==> config.mk <==
export PLATFORM = sky130hd
export DESIGN_NAME = chanels_scheduler
export DESIGN_NICKNAME = d
export VERILOG_FILES = /design/src/rtl/chanels_scheduler.sv
export SDC_FILE = /design/constraint.sdc
export NUM_CORES = 1
export LEC_CHECK = 0
export BUFFER_PORTS_ARGS = -buffer_cell sky130_fd_sc_hd__clkbuf_2
export CORE_ASPECT_RATIO = 0.6
export CORE_MARGIN = 2
export CORE_UTILIZATION = 50
export CTS_CLUSTER_SIZE = 14
export DETAILED_ROUTE_END_ITERATION = 8
export GPL_ROUTABILITY_DRIVEN = 0
export HOLD_SLACK_MARGIN = 0.15
export PLACE_DENSITY_LB_ADDON = 0.25
export SKIP_CTS_REPAIR_TIMING = 1
export SLEW_MARGIN = 20
export SYNTH_ARGS = -nofsm -noshare
export SYNTH_HDL_FRONTEND = slang
export SYNTH_SLANG_ARGS = --single-unit
==> constraint.sdc <==
create_clock -name clk -period 16.6 [get_ports clk]
set_input_delay 0.83 -clock clk [delete_from_list [all_inputs] [get_ports clk]]
set_output_delay 0.83 -clock clk [all_outputs]
set_load 0.03 [all_outputs]
==> src/rtl/chanels_scheduler.sv <==
// chanels_scheduler: round-robin arbiter that issues per-channel (ac, ph) samples to the distributor, one frame of 2^STADIES per channel.
module chanels_scheduler #(
  parameter int WIDTH   = 32,
  parameter int CHANELS = 4,
  parameter int STADIES = 2
) (
  input  logic                         clk,
  input  logic                         rst,
  input  logic                         i_start,
  input  logic [CHANELS-1:0]           s_vld,
  output logic [CHANELS-1:0]           s_rdy,
  input  logic [CHANELS*WIDTH-1:0]     s_ac,
  input  logic [CHANELS*WIDTH-1:0]     s_ph,
  output logic                         o_vld,
  output logic [$clog2(CHANELS)-1:0]   o_addres,
  output logic [WIDTH-1:0]             o_ac,
  output logic [WIDTH-1:0]             o_ph,
  output logic                         o_busy,
  output logic                         o_frame_done
);
  localparam int A = $clog2(CHANELS);
  localparam logic [STADIES:0] N = {1'b1, {STADIES{1'b0}}};
  typedef enum logic [1:0] {IDLE, RUN, DONE} state_t;
  state_t             r_state;
  logic [WIDTH-1:0]   r_ac [CHANELS];
  logic [WIDTH-1:0]   r_ph [CHANELS];
  logic [CHANELS-1:0] r_hv;
  logic [STADIES:0]   r_acc [CHANELS];
  logic [STADIES:0]   r_iss [CHANELS];
  logic [A-1:0]       r_ptr;
  logic [CHANELS-1:0] w_grant;
  logic [A-1:0]       w_g;
  logic [A-1:0]       w_idx;
  logic               w_any;
  logic               w_last;
  logic               w_clr;
  assign o_busy       = r_state != IDLE;
  assign o_frame_done = r_state == DONE;
  assign w_clr        = r_state == IDLE && i_start;
  // Rotating priority search starting at the pointer; w_last flags the grant that completes the frame.
  always_comb begin
    w_any   = 1'b0;
    w_g     = '0;
    w_idx   = '0;
    for (int i = 0; i < CHANELS; i++) begin
      w_idx = r_ptr + A'(i);
      if (!w_any && r_hv[w_idx] && r_state == RUN) begin
        w_any = 1'b1;
        w_g   = w_idx;
      end
    end
    w_grant = w_any ? (CHANELS'(1) << w_g) : '0;
    w_last  = w_any;
    s_rdy   = '0;
    for (int c = 0; c < CHANELS; c++) begin
      w_last   = w_last & ((r_iss[c] + {{STADIES{1'b0}}, w_grant[c]}) == N);
      s_rdy[c] = r_state == RUN && r_acc[c] < N && (!r_hv[c] || w_grant[c]);
    end
  end
  always_ff @(posedge clk or posedge rst) begin
    if (rst) begin
      r_state  <= IDLE;
      r_hv     <= '0;
      r_ptr    <= '0;
      o_vld    <= 1'b0;
      o_addres <= '0;
      o_ac     <= '0;
      o_ph     <= '0;
      for (int c = 0; c < CHANELS; c++) begin
        r_acc[c] <= '0;
        r_iss[c] <= '0;
        r_ac[c]  <= '0;
        r_ph[c]  <= '0;
      end
    end else begin
      o_vld <= w_any;
      if (w_any) begin
        o_addres <= w_g;
        o_ac     <= r_ac[w_g];
        o_ph     <= r_ph[w_g];
        r_ptr    <= w_g + 1'b1;
      end
      if (w_clr) r_ptr <= '0;
      for (int c = 0; c < CHANELS; c++) begin
        if (w_grant[c]) begin
          r_hv[c]  <= 1'b0;
          r_iss[c] <= r_iss[c] + 1'b1;
        end
        if (s_vld[c] && s_rdy[c]) begin
          r_hv[c]  <= 1'b1;
          r_ac[c]  <= s_ac[c*WIDTH +: WIDTH];
          r_ph[c]  <= s_ph[c*WIDTH +: WIDTH];
          r_acc[c] <= r_acc[c] + 1'b1;
        end
        if (w_clr) begin
          r_acc[c] <= '0;
          r_iss[c] <= '0;
        end
      end
      r_state <= r_state == IDLE ? (i_start ? RUN : IDLE) :
                 r_state == DONE ? IDLE : (w_last ? DONE : RUN);
    end
  end
endmodule

== Word level (Yosys, flattened, before mapping) ==
Cells that the tools add are included.
W data, S select, Z words.

* Logic and storage cells: 162
* Bits in registers: 355
* Output and inout bits: 73
* Bits of input ports: 263

* Add/sub/neg operators: 16
* Equality and inequality tests: 6
* Bitwise logic cells: 5
* Reductions and logical operators: 46
* Shift-type cells: 1
* Mux-type cells: 53
* $lt $le $gt $ge: 9

{| class="wikitable"
|+ Operators with widths
! cell !! number
|-
| $bmux W32 S2 || 2
|-
| $mux W32 || 4
|-
| $mux W3 || 16
|-
| $reduce_bool A2 Y1 || 14
|-
| $add A3 B1 Y3 const B || 8
|-
| $logic_and A1 B1 Y1 || 20
|-
| $mux W2 || 9
|-
| $mux W1 || 17
|-
| $add A3 B1 Y3 || 4
|-
| $eq A3 B3 Y1 const B || 4
|-
| $lt A2 B3 Y1 const B || 4
|-
| $lt A3 B3 Y1 const B || 4
|-
| $bmux W1 S2 || 4
|-
| $logic_not A1 Y1 || 7
|-
| $add A2 B1 Y2 const B || 2
|-
| $add A2 B2 Y2 const B || 2
|-
| $and A1 B1 Y1 || 4
|-
| $logic_or A1 B1 Y1 || 4
|-
| $mux W4 || 1
|-
| $shl A1 B2 Y4 const A || 1
|-
| $ge A3 B3 Y1 const B || 1
|-
| $not A2 Y3 || 1
|-
| $eq A2 B1 Y1 const B || 1
|-
| $eq A2 B2 Y1 const B || 1
|-
| $logic_not A2 Y1 || 1
|}

== Logic depth before layout (Yosys ltp) ==
Gate-level depths: netlist (run 1).

* Word-level depth: 27
* Mapped depth: 17
* Depth with buffers taken out: 14

== Worst setup path after synthesis (run 1) ==
No wires, ideal clock.

* Kind: register to register
* Start point: reg r_hv[2]
* End point: reg r_ph[70] in the netlist's numbering
* Stages on the path, launching flop included: 17
* Required time: 16475 ps
* Period minus slack after synthesis: 4416 ps
* Setup slack: 12184 ps
* Library setup time: 125 ps
* Path buffers: 7
* Arrival: 4291 ps
* Cell sequence: dfrtp_1 clkbuf_1 mux2_2 a32o_1 and3_1 buf_2 nor3_4 buf_2 buf_1 ha_1 nor2b_1 nor3_1 and2_1 clkbuf_1 buf_2 buf_1 mux2_2

* Cells in the longest elaborated chain, start to end: 21
* Elaborated cells on any way between the ends: 31
* Those cells by class: 1 x shift; 17 x mux; 13 x reduce/logical

{| class="wikitable"
|+ RTL lines
! what !! RTL line !! source
|-
| from (decl) || 27 || <nowiki>logic [CHANELS-1:0] r_hv;</nowiki>
|-
| from (signal assigned) || 63 || <nowiki>r_hv <= '0;</nowiki>
|-
| from (signal, indexed assignment) || 86 || <nowiki>r_hv[c] <= 1'b0;</nowiki>
|-
| from (signal, indexed assignment) || 90 || <nowiki>r_hv[c] <= 1'b1;</nowiki>
|-
| $bmux W1 S2 || 47 || <nowiki>if (!w_any && r_hv[w_idx] && r_state == RUN) begin</nowiki>
|-
| $mux W1 (implied by the code) || 47 ||
|-
| $logic_and A1 B1 Y1 || 47 ||
|-
| $mux W1 || 47 ||
|-
| $logic_not A1 Y1 || 47 ||
|-
| $logic_and A1 B1 Y1 (2 in a row) || 47 ||
|-
| $mux W1 || 47 ||
|-
| $logic_not A1 Y1 || 47 ||
|-
| (+4 left out) || - ||
|-
| $logic_and A1 B1 Y1 (2 in a row) || 47 ||
|-
| $mux W2 || 47 ||
|-
| $shl A1 B2 Y4 || 52 || <nowiki>w_grant = w_any ? (CHANELS'(1) << w_g) : '0;</nowiki>
|-
| $mux W4 * || 52 ||
|-
| $logic_or A1 B1 Y1 * || 57 || <nowiki>s_rdy[c] = r_state == RUN && r_acc[c] < N && (!r_hv[c] || w_grant[c]);</nowiki>
|-
| $logic_and A1 B1 Y1 * || 57 ||
|-
| named net s_rdy[1] || 11 || <nowiki>output logic [CHANELS-1:0] s_rdy,</nowiki>
|-
| $logic_and A1 B1 Y1 * || 89 || <nowiki>if (s_vld[c] && s_rdy[c]) begin</nowiki>
|-
| to (signal, indexed assignment) || 92 || <nowiki>r_ph[c] <= s_ph[c*WIDTH +: WIDTH];</nowiki>
|-
| to (decl) || 26 || <nowiki>logic [WIDTH-1:0] r_ph [CHANELS];</nowiki>
|}

The timed path passes the listed nets; every way through them passes the cells marked *. The select of a mux whose other input is x is not followed.
A chain may end at the register's enable or synchronous reset.

== Final worst setup path (run 1) ==
* Start point: reg r_ptr[1]
* End point: out s_rdy[2]

* Cells in the longest elaborated chain, start to end: 20
* Elaborated cells on any way between the ends: 33
* Those cells by class: 3 x add/sub; 1 x shift; 17 x mux; 12 x reduce/logical

{| class="wikitable"
|+ RTL lines
! what !! RTL line !! source
|-
| from (decl) || 30 || <nowiki>logic [A-1:0] r_ptr;</nowiki>
|-
| from (signal assigned) || 81 || <nowiki>r_ptr <= w_g + 1'b1;</nowiki>
|-
| parallel branches: the longest is 15 deep, another holds $add A2 B1 Y2 || - ||
|-
| $mux W2 * || 47 ||
|-
| named net w_g[1] || 32 || <nowiki>logic [A-1:0] w_g;</nowiki>
|-
| $shl A1 B2 Y4 * || 52 ||
|-
| $mux W4 * || 52 ||
|-
| $logic_or A1 B1 Y1 * || 57 ||
|-
| $logic_and A1 B1 Y1 * || 57 ||
|-
| to (decl) || 11 ||
|}

Mark *: on every way through the listed nets, which the timed path passes. The select of a mux whose other input is x is not followed.

==> reports/qor.csv, run 1 <==
metric;value;unit
Req. time, crit path;15.77;ns
DR vias/cell;5.83;
vias;12600;
Clk pwr share;16.8;%
Final #Nets;1974;
clk_lat worst skew;0.52;ns
DP HPWL;29300;µm
metal2 WL;20400;µm
hold_sp;o_addres[1];
port bufs;335;
fill count;2713;
vias in the first global route;13100;
CTS max path bufs;3;
post-synth cell types;52;
Synthesized Nets;1711;
Synth area leaders;dfrtp_1 (53%), mux2_2 (11%), mux2i_1 (8.0%), nand2_1 (4.8%), a311o_1 (3.8%);
Hold Crit Class;reg -> reg;
YS warnings;0;
Setup WS post-layout;10.73;ns
Pwr Density;246;mW/mm²
Worst-Margin Slew;1.10;ns
Die Height;146;µm
DR iter-0 viols;867;
Syn Area/Cell;11.7;µm²
initial antenna violation count;6;
CTS clk-pin slew, worst paths;0.07;ns
clk sinks;355;
ys flop type;dfrtp_1;
internal power;2.82;mW
final worst-path cycle share;35.4;%
Arrival @ worst endpoint;5.04;ns
Final ANT Viol Nets;0;
CP max FO;67;
met3 wire len;3570;µm
Die W;240;µm
P_leak;9.03;nW
Gate Count Post-Synth;1430;
max capacitance violation total;0;
switch share;41.9;%
IO Count;336;
area of the multi-input gates;0.00729;mm²
Final min period;5.87;ns
first-pass GRT wire length;72400;µm
WL final;45300;µm
Yosys top cell area share;53.2;%
part of the Yosys area used for sequential elements;53.2;%
sequential cell area;0.00888;mm²
setup TNS;0;ns
synthesis-stage register bit count;355;
Worst slew margin;26.5;%
Remaining DRCs;0;
Setup WS pre-CTS;11.18;ns
Logic pwr share;50.7;%
fraction of registers with async set/reset;100;%
Initial Utilization;51.2;%
endpoint class of the critical path;primary output;
outcome;finished, final reports clean;
CTS Buf Count;35;
Mapped Area;0.0167;mm²
clock skew;0.0116;ns
Core Region;0.0327;mm²
RSZ-0062 raised after global routing;false;
grt ovf;0;
net switching power;2.03;mW
DR WL/cell;20.9;µm
EDFF count, synth;0;
Fin. Hold Viols;0;
crit path kind;reg -> out;
wl on met1;20400;µm
die area;0.0350;mm²
R2R Path Start;r_ptr[1];
Setup-failing EPs final;0;
depth of the CTS H-tree;2;
Peak VDD IR;0.140;mV
top layer in use;met5;
maximum number of pins on one net before global-route repair;141;
All-Layer GR Usage;26.2;%
max-slew violations;0;
sequential share of power;32.4;%
Setup crit start kind;flip-flop;
area delta synth->final;18.1;%
post-synth top area cell;dfrtp_1;
Initial DRT Pass Iterations;5;
achievable frequency;170;MHz
Core Rows;51;
launching element of the worst setup path;r_ptr[1];
CTS tree;built;
layout cells sized above 1;33.5;%
Root Buffer;clkbuf_16;
-- layer usage --
metal  vias to the layer above  GRT usage, %
li1                       5771             -
met1                      6389          37.6
met2                       409          39.8
met3                        67          6.90
met4                         4          6.46
met5                         -             0
-- logic make-up (layout without fill, tap and decap cells) --
family | count (synthesis) | after routing | synth area share [%]
compound gates | 240 | 240 | 11.1
xor+xnor | 11 | 11 | 0.576
fa+ha+maj | 18 | 18 | 1.35
buf+inv | 133 | 419 | 3.63
flops | 355 | 355 | 53.2
mux | 329 | 329 | 21.2
other cells | 0 | 2 | 0
simple gates | 344 | 344 | 9.03
-- cell usage after synthesis, drive strengths merged, types with 4 or more instances --
library cell and number:
a311o 64, nand3b 4, mux2i 134, xor2 8
nand2 214, a21o 4, mux2 195, nand3 7
ha 18, inv 12, a21oi 16, and2 6
dfrtp 355, clkbuf 67, nor2b 5, nor2 18
o221ai 64, o21ai 70, nor3 70, o31ai 4
buf 54
-- cell usage in the layout (no fill, tap or decap), drive strengths merged, types with 4 or more instances in the layout --
master  count
o31ai       4
clkinv      5
a21o        4
a311o      64
inv        13
nand3       7
nand2     214
o21ai      70
nor2       18
dfrtp     355
nand3b      4
mux2      195
nor3       70
and2        6
a21oi      16
clkbuf    387
buf        12
ha         18
xor2        8
mux2i     134
o221ai     64
nor2b       5
-- path summary, 6_finish.rpt --
path	endpoint	slack [ns]	cells past startpoint
hold / removal	o_addres[1]	0.48	2
hold reg to reg	o_addres[1]	0.48	2
setup reg to reg	r_state[0]	11.20	16
max in group asynchronous	r_ph[100]	14.49	3
min in group asynchronous	r_ac[82]	0.54	2
setup / recovery	s_rdy[2]	10.73	11
-- state kept, by name, indices dropped and copies added, names as in the netlist, 4 cells and up --
signal / count
o_ac: 32
r_ac: 128
r_ph: 128
r_hv: 4
o_ph: 32
r_acc: 12
r_iss: 12
-- per-stage QoR --
step	util (%)	cells	power (mW)	area [µm²]	hold WS, ns
floorplan	-	1430	3.44	16700	0.452
global placement	56.8	2106	3.95	18600	0.470
detailed placement	56.8	2106	4.05	18600	0.471
CTS	60.4	2166	4.89	19700	0.487
global route	60.4	2167	5.20	19700	0.494
finish	60.4	2168	4.85	19700	0.477
-- critical path, cell delays in order, from the launching register on --
cell and delay, ns:
dfrtp_1 0.60, mux2_2 0.38, a32o_1 0.27, and3_2 0.19, buf_4 0.32, nor3_4 0.85
buf_4 0.74, inv_1 0.26, ha_1 0.31, nor2b_1 0.22, nor3_1 0.10, clkbuf_2 0.21
-- power by group through the flow --
stage                     registers [mW]  clock network [mW]  logic [mW]
final                               1.57               0.817        2.46
after global routing                1.63               0.872        2.70
after CTS                           1.57               0.834        2.48
after detailed placement            1.58                   0        2.47
after global placement              1.56                   0        2.38
after floorplan                     1.66                   0        1.78
-- area by class of cell --
class	count	area share [%]
antenna	2	0.0254
clock buffer	52	5.43
clock inverter	8	0.494
inverter	12	0.292
multi-input combinational	942	36.9
sequential	355	45.0
tap	450	2.85
timing repair buffer	347	8.97
Power figures use the tool's default switching activity.
==> inputs of run 2 (changes only) <==
clock period = 5 ns   (was 16.6 ns; I/O delays follow)
==> run 2 against run 1 <==
  * Clock power rose to 3.4 times the previous value
  * Cell count rose by 12%
  * Register-to-register slack got worse by 11 ns
  * Combinational power rose to 3.5 times the previous value
  * Sequential power rose to 3.4 times the previous value
  * Critical endpoint is now s_rdy[3]
  * Die area did not move
  * Via count rose by 10%
  * Non-clock buffer count rose by 263
  * Highest routed layer unchanged
==> reports/qor.csv, run 2 (synthesis results as in run 1) <==
metric;value;unit;change
P_leak;10.1;nW;+12%
CTS Buf Count;36;;+2.9%
R2R setup slack;0.67;ns;-10.53 ns
fill count;2318;;-15%
commonest cells after routing, fill and taps aside;dfrtp_1 (355), clkbuf_2 (335), dlygate4sd3_1 (257);;
critical-path cell list;mux2_2, and2_1, a211o_1, and2_4, inv_6, buf_4, o21ai_0, nor3b_1, clkbuf_2;;
Core Region;0.0327;mm²;unchanged
maximum number of pins on one net before global-route repair;133;;-5.7%
Core Rows;51;;unchanged
depth of the CTS H-tree;2;;unchanged
DP HPWL;30200;µm;+2.9%
Die Height;146;µm;unchanged
vias;14000;;+10%
Initial Utilization;51.2;%;unchanged
die area;0.0350;mm²;unchanged
commonest non-fill, non-tap cell in the layout;dfrtp_1;;
Fin. Hold Viols;0;;unchanged
Final #Nets;2238;;+13%
Slowest-stage cell, CP;buf_4;;
CTS max path bufs;3;;unchanged
DR WL/cell;20.8;µm;-0.17%
clock skew;0.0124;ns;+0.000785 ns
Setup-failing EPs final;0;;unchanged
reg-to-reg endpoint;r_ac[48];;
first-pass GRT wire length;73300;µm;+1.1%
IO Count;336;;unchanged
Worst slew margin;32.8;%;+6.3 points
Worst-Margin Slew;1.00;ns;-0.0941 ns
Req. time, crit path;4.75;ns;-11.02 ns
CP max FO;48;;-28%
layout cells sized above 1;29.4;%;-4.1 points
endpoint class of the critical path;primary output;;
Setup crit start kind;flip-flop;;
initial antenna violation count;4;;-2
achievable frequency;218;MHz;
hold_sp;s_vld[3];;
outcome;finished, final reports clean;;
hold path depth;3;;+1
worst hold slack;0.172;ns;-0.305 ns
Initial DRT Pass Iterations;5;;unchanged
Largest regs;r_ac (128), r_ph (128);;
CP peak stage delay;0.72;ns;-0.13 ns
clk_lat worst skew;0.52;ns;about the same
Final min period;4.59;ns;
R2R Path Start;r_ptr[1];;
final worst-path cycle share;91.8;%;
grt ovf;0;;unchanged
DR vias/cell;5.73;;-1.7%
port bufs;335;;unchanged
DR iter-0 viols;1066;;+23%
Pwr Density;741;mW/mm²;+200%
Die W;240;µm;unchanged
Min-Delay Endpoint;r_hv[3];;
max-slew violations;0;;unchanged
Hold Crit Class;in -> reg;;
CTS clk-pin slew, worst paths;0.06;ns;about the same
Arrival @ worst endpoint;4.34;ns;-0.70 ns
vias in the first global route;13000;;-1.0%
max capacitance violation total;0;;unchanged
Worst Reg-to-Reg Cells;11;;-5
RSZ-0062 raised after global routing;false;;
clk sinks;355;;unchanged
CTS tree;built;;
Peak VDD IR;0.516;mV;+270%
WL final;50700;µm;+12%
Final ANT Viol Nets;0;;unchanged
All-Layer GR Usage;26.5;%;+0.34 points
area delta synth->final;34.3;%;
setup TNS;0;ns;unchanged
Remaining DRCs;0;;unchanged
crit path kind;reg -> out;;
Root Buffer;clkbuf_16;;
[run 2: cell count changes in the layout (fill, tap and decap cells not counted), sizes merged]
cell	before	now
dlygate4sd3	0	257
buf	12	18
inv	13	12
clkinvlp	0	4
clkbuf	387	385
diode	2	3
bufinv	2	3
[run 2: metrics by stage]
stage                     total power, mW  instance area, µm²  utilization, %  std cells  worst slack (ns)
after floorplan                      11.4               16700               -       1430          -0.00635
after global placement               13.2               18700            57.2       2112             0.862
after detailed placement             13.6               18700            57.2       2112             0.771
after CTS                            16.4               19900            60.8       2174             0.448
after global routing                 17.7               22400            68.7       2434             0.246
final                                16.6               22400            68.7       2434             0.412
[run 2: worst max-delay path by stage]
stage               startpoint       end  slack, ns  cells past startpoint
floorplan                  rst   o_ac[0]     -0.006                      1
finish                r_ptr[1]  s_rdy[3]       0.41                      9
CTS                   r_ptr[1]  s_rdy[3]       0.45                      9
global placement      r_ptr[1]  r_ac[47]       0.86                     11
detailed placement    r_ptr[1]  r_ac[48]       0.77                     11
global route          r_ptr[1]  s_rdy[3]       0.25                      9
[run 2: layout make-up]
type,count,area (µm²),area share [%]
Clock inverter,12,150,0.669
Tap cell,450,563,2.51
Clock buffer,50,1030,4.61
Timing Repair Buffer,610,4460,19.9
Sequential cell,355,8880,39.6
Multi-Input combinational cell,942,7290,32.5
Antenna cell,3,7.51,0.0335
Inverter,12,53.8,0.240
[run 2: metal layers]
| metal | vias to the layer above | GRT usage (%) | part of all wire, % |
|---|---|---|---|
| li1 | 6278 | - | - |
| met1 | 7064 | 37.9 | 43 |
| met2 | 530 | 40.9 | 48 |
| met3 | 81 | 6.49 | 6.6 |
| met4 | 2 | 6.61 | 1.9 |
| met5 | - | 0 | 0.026 |
[run 2: critical path, delay by kind of cell, from the launching register on]
family | cells | cell delay [ns]
mux | 1 | 0.40
compound gates | 2 | 0.60
buf+inv | 3 | 1.39
flops | 1 | 0.61
simple gates | 3 | 0.69
[run 2: power breakdown]
group | leakage [nW] | internal [mW] | switching, mW | total, mW
Sequential | 4.05 | 4.37 | 0.921 | 5.29
Clock | 0.575 | 1.61 | 1.15 | 2.75
Combinational | 5.52 | 3.60 | 5.00 | 8.60
Total | 10.1 | 9.57 | 7.07 | 16.6
==> inputs of run 3 (changes only) <==
RECOVER_POWER = 25   (was unset)
==> run 3 against run 2 <==
  * The flow now finishes with violations (capacitance limit, slew limit)
  * Cell count did not move
  * Routed wire length about the same
  * Sequential power barely moved
  * Via count is 0.52% higher
  * Die area unchanged
  * Clock power about the same
  * Maximum frequency hardly changed
  * Clock skew shrank 0.00093 ns
  * Critical endpoint unchanged
  * Highest routed layer unchanged
==> reports/qor.csv, run 3 (synthesis results as in run 1) <==
metric;value;unit;change
Arrival @ worst endpoint;4.34;ns;about the same
Largest regs;r_ac (128), r_ph (128);;
R2R setup slack;0.66;ns;about the same
Peak VDD IR;0.520;mV;+0.68%
commonest cells after routing, fill and taps aside;dfrtp_1 (355), clkbuf_2 (268), dlygate4sd3_1 (257);;
failing checks;capacitance limit, slew limit;;
Setup crit start kind;flip-flop;;
DP HPWL;30200;µm;unchanged
DR vias/cell;5.76;;+0.52%
Power Total;16.6;mW;-0.48%
fill count;2373;;+2.4%
R2R Path Start;r_ptr[1];;
Hold Crit Class;in -> reg;;
max capacitance violation total;2;;+2
Root Buffer;clkbuf_16;;
clk_lat worst skew;0.52;ns;about the same
Pwr Density;741;mW/mm²;about the same
Worst Reg-to-Reg Cells;11;;unchanged
Initial Utilization;51.2;%;unchanged
Die Height;146;µm;unchanged
WL final;50700;µm;about the same
All-Layer GR Usage;26.5;%;unchanged
vias in the first global route;13000;;unchanged
Min-Delay Endpoint;r_hv[3];;
Worst-Margin Slew;2.60;ns;+1.59 ns
Req. time, crit path;4.75;ns;about the same
area of the multi-input gates;0.00729;mm²;unchanged
Die W;240;µm;unchanged
clock skew;0.0115;ns;-0.000925 ns
CTS clk-pin slew, worst paths;0.06;ns;about the same
Final #Nets;2238;;unchanged
die area;0.0350;mm²;unchanged
vias;14000;;+0.52%
commonest non-fill, non-tap cell in the layout;dfrtp_1;;
Remaining DRCs;0;;unchanged
Initial DRT Pass Iterations;5;;unchanged
crit path kind;reg -> out;;
hold_sp;s_vld[3];;
area delta synth->final;33.6;%;
Final min period;4.59;ns;-0.00115 ns
achievable frequency;218;MHz;about the same
setup TNS;0;ns;unchanged
layout cells sized above 1;25.9;%;-3.5 points
sequential cell area;0.00888;mm²;unchanged
Core Region;0.0327;mm²;unchanged
initial antenna violation count;4;;unchanged
first-pass GRT wire length;73300;µm;unchanged
depth of the CTS H-tree;2;;unchanged
CTS tree;built;;
DR WL/cell;20.8;µm;about the same
reg-to-reg endpoint;r_ac[48];;
clk sinks;355;;unchanged
maximum number of pins on one net before global-route repair;133;;unchanged
P_leak;9.93;nW;-2.1%
Fin. Hold Viols;0;;unchanged
Worst slew margin;-73.1;%;-110 points
DR iter-0 viols;1068;;+0.19%
Core Rows;51;;unchanged
endpoint class of the critical path;primary output;;
CTS max path bufs;3;;unchanged
max-slew violations;142;;+142
grt ovf;0;;unchanged
final non-filler cell total;2434;;unchanged
final worst-path cycle share;91.7;%;about the same
IO Count;336;;unchanged
RSZ-0062 raised after global routing;false;;
Setup-failing EPs final;0;;unchanged
CP max FO;48;;unchanged
worst hold slack;0.172;ns;-0.0000870 ns
Cells after DPL;2112;;unchanged
hold path depth;3;;unchanged
port bufs;335;;unchanged
outcome;complete, but fails checks;;
Final ANT Viol Nets;0;;unchanged
CTS Buf Count;36;;unchanged
-- run 3: cell types whose count changed in the layout (fill, tap and decap cells not counted), sizes merged --
cell    before  now
buf         18   16
clkbuf     385  387
-- run 3: layout make-up --
cell class                      instances  share of cell area, %
Clock buffer                           50                   4.63
Inverter                               12                  0.230
Multi-Input combinational cell        942                   32.6
Timing Repair Buffer                  610                   19.5
Tap cell                              450                   2.52
Sequential cell                       355                   39.8
Clock inverter                         12                  0.672
Antenna cell                            3                 0.0336
-- run 3: how the worst max path moves through the flow --
stage	startpoint	end	slack (ns)	cells after the start
finish	r_ptr[1]	s_rdy[3]	0.41	9
global route	r_ptr[1]	s_rdy[3]	0.25	9
CTS	r_ptr[1]	s_rdy[3]	0.45	9
detailed placement	r_ptr[1]	r_ac[48]	0.77	11
global placement	r_ptr[1]	r_ac[47]	0.86	11
floorplan	rst	o_ac[0]	-0.006	1
-- run 3: critical path: stages, from the launching register on --
cell	delay, ns
dfrtp_1	0.61
mux2_2	0.40
and2_1	0.16
a211o_1	0.33
and2_4	0.30
inv_6	0.46
buf_4	0.72
o21ai_0	0.27
nor3b_1	0.23
clkbuf_2	0.21
-- run 3: metrics by stage --
stage / instance area (µm²) / setup slack (ns) / util, %
global route: 22300 / 0.246 / 68.4
global placement: 18700 / 0.862 / 57.2
finish: 22300 / 0.413 / 68.4
CTS: 19900 / 0.448 / 60.8
detailed placement: 18700 / 0.771 / 57.2
floorplan: 16700 / -0.00635 / -
-- run 3: power breakdown --
group | switching (mW) | leakage (nW) | internal (mW) | total [mW]
clock | 1.15 | 0.575 | 1.61 | 2.75
combinational | 5.00 | 5.30 | 3.52 | 8.52
sequential | 0.915 | 4.05 | 4.37 | 5.29
-- run 3: per-layer routing --
layer  track usage, %  share of wire [%]
met1             37.9                 43
met2             40.9                 48
met4             6.61                2.2
met3             6.49                6.3
met5                0              0.026
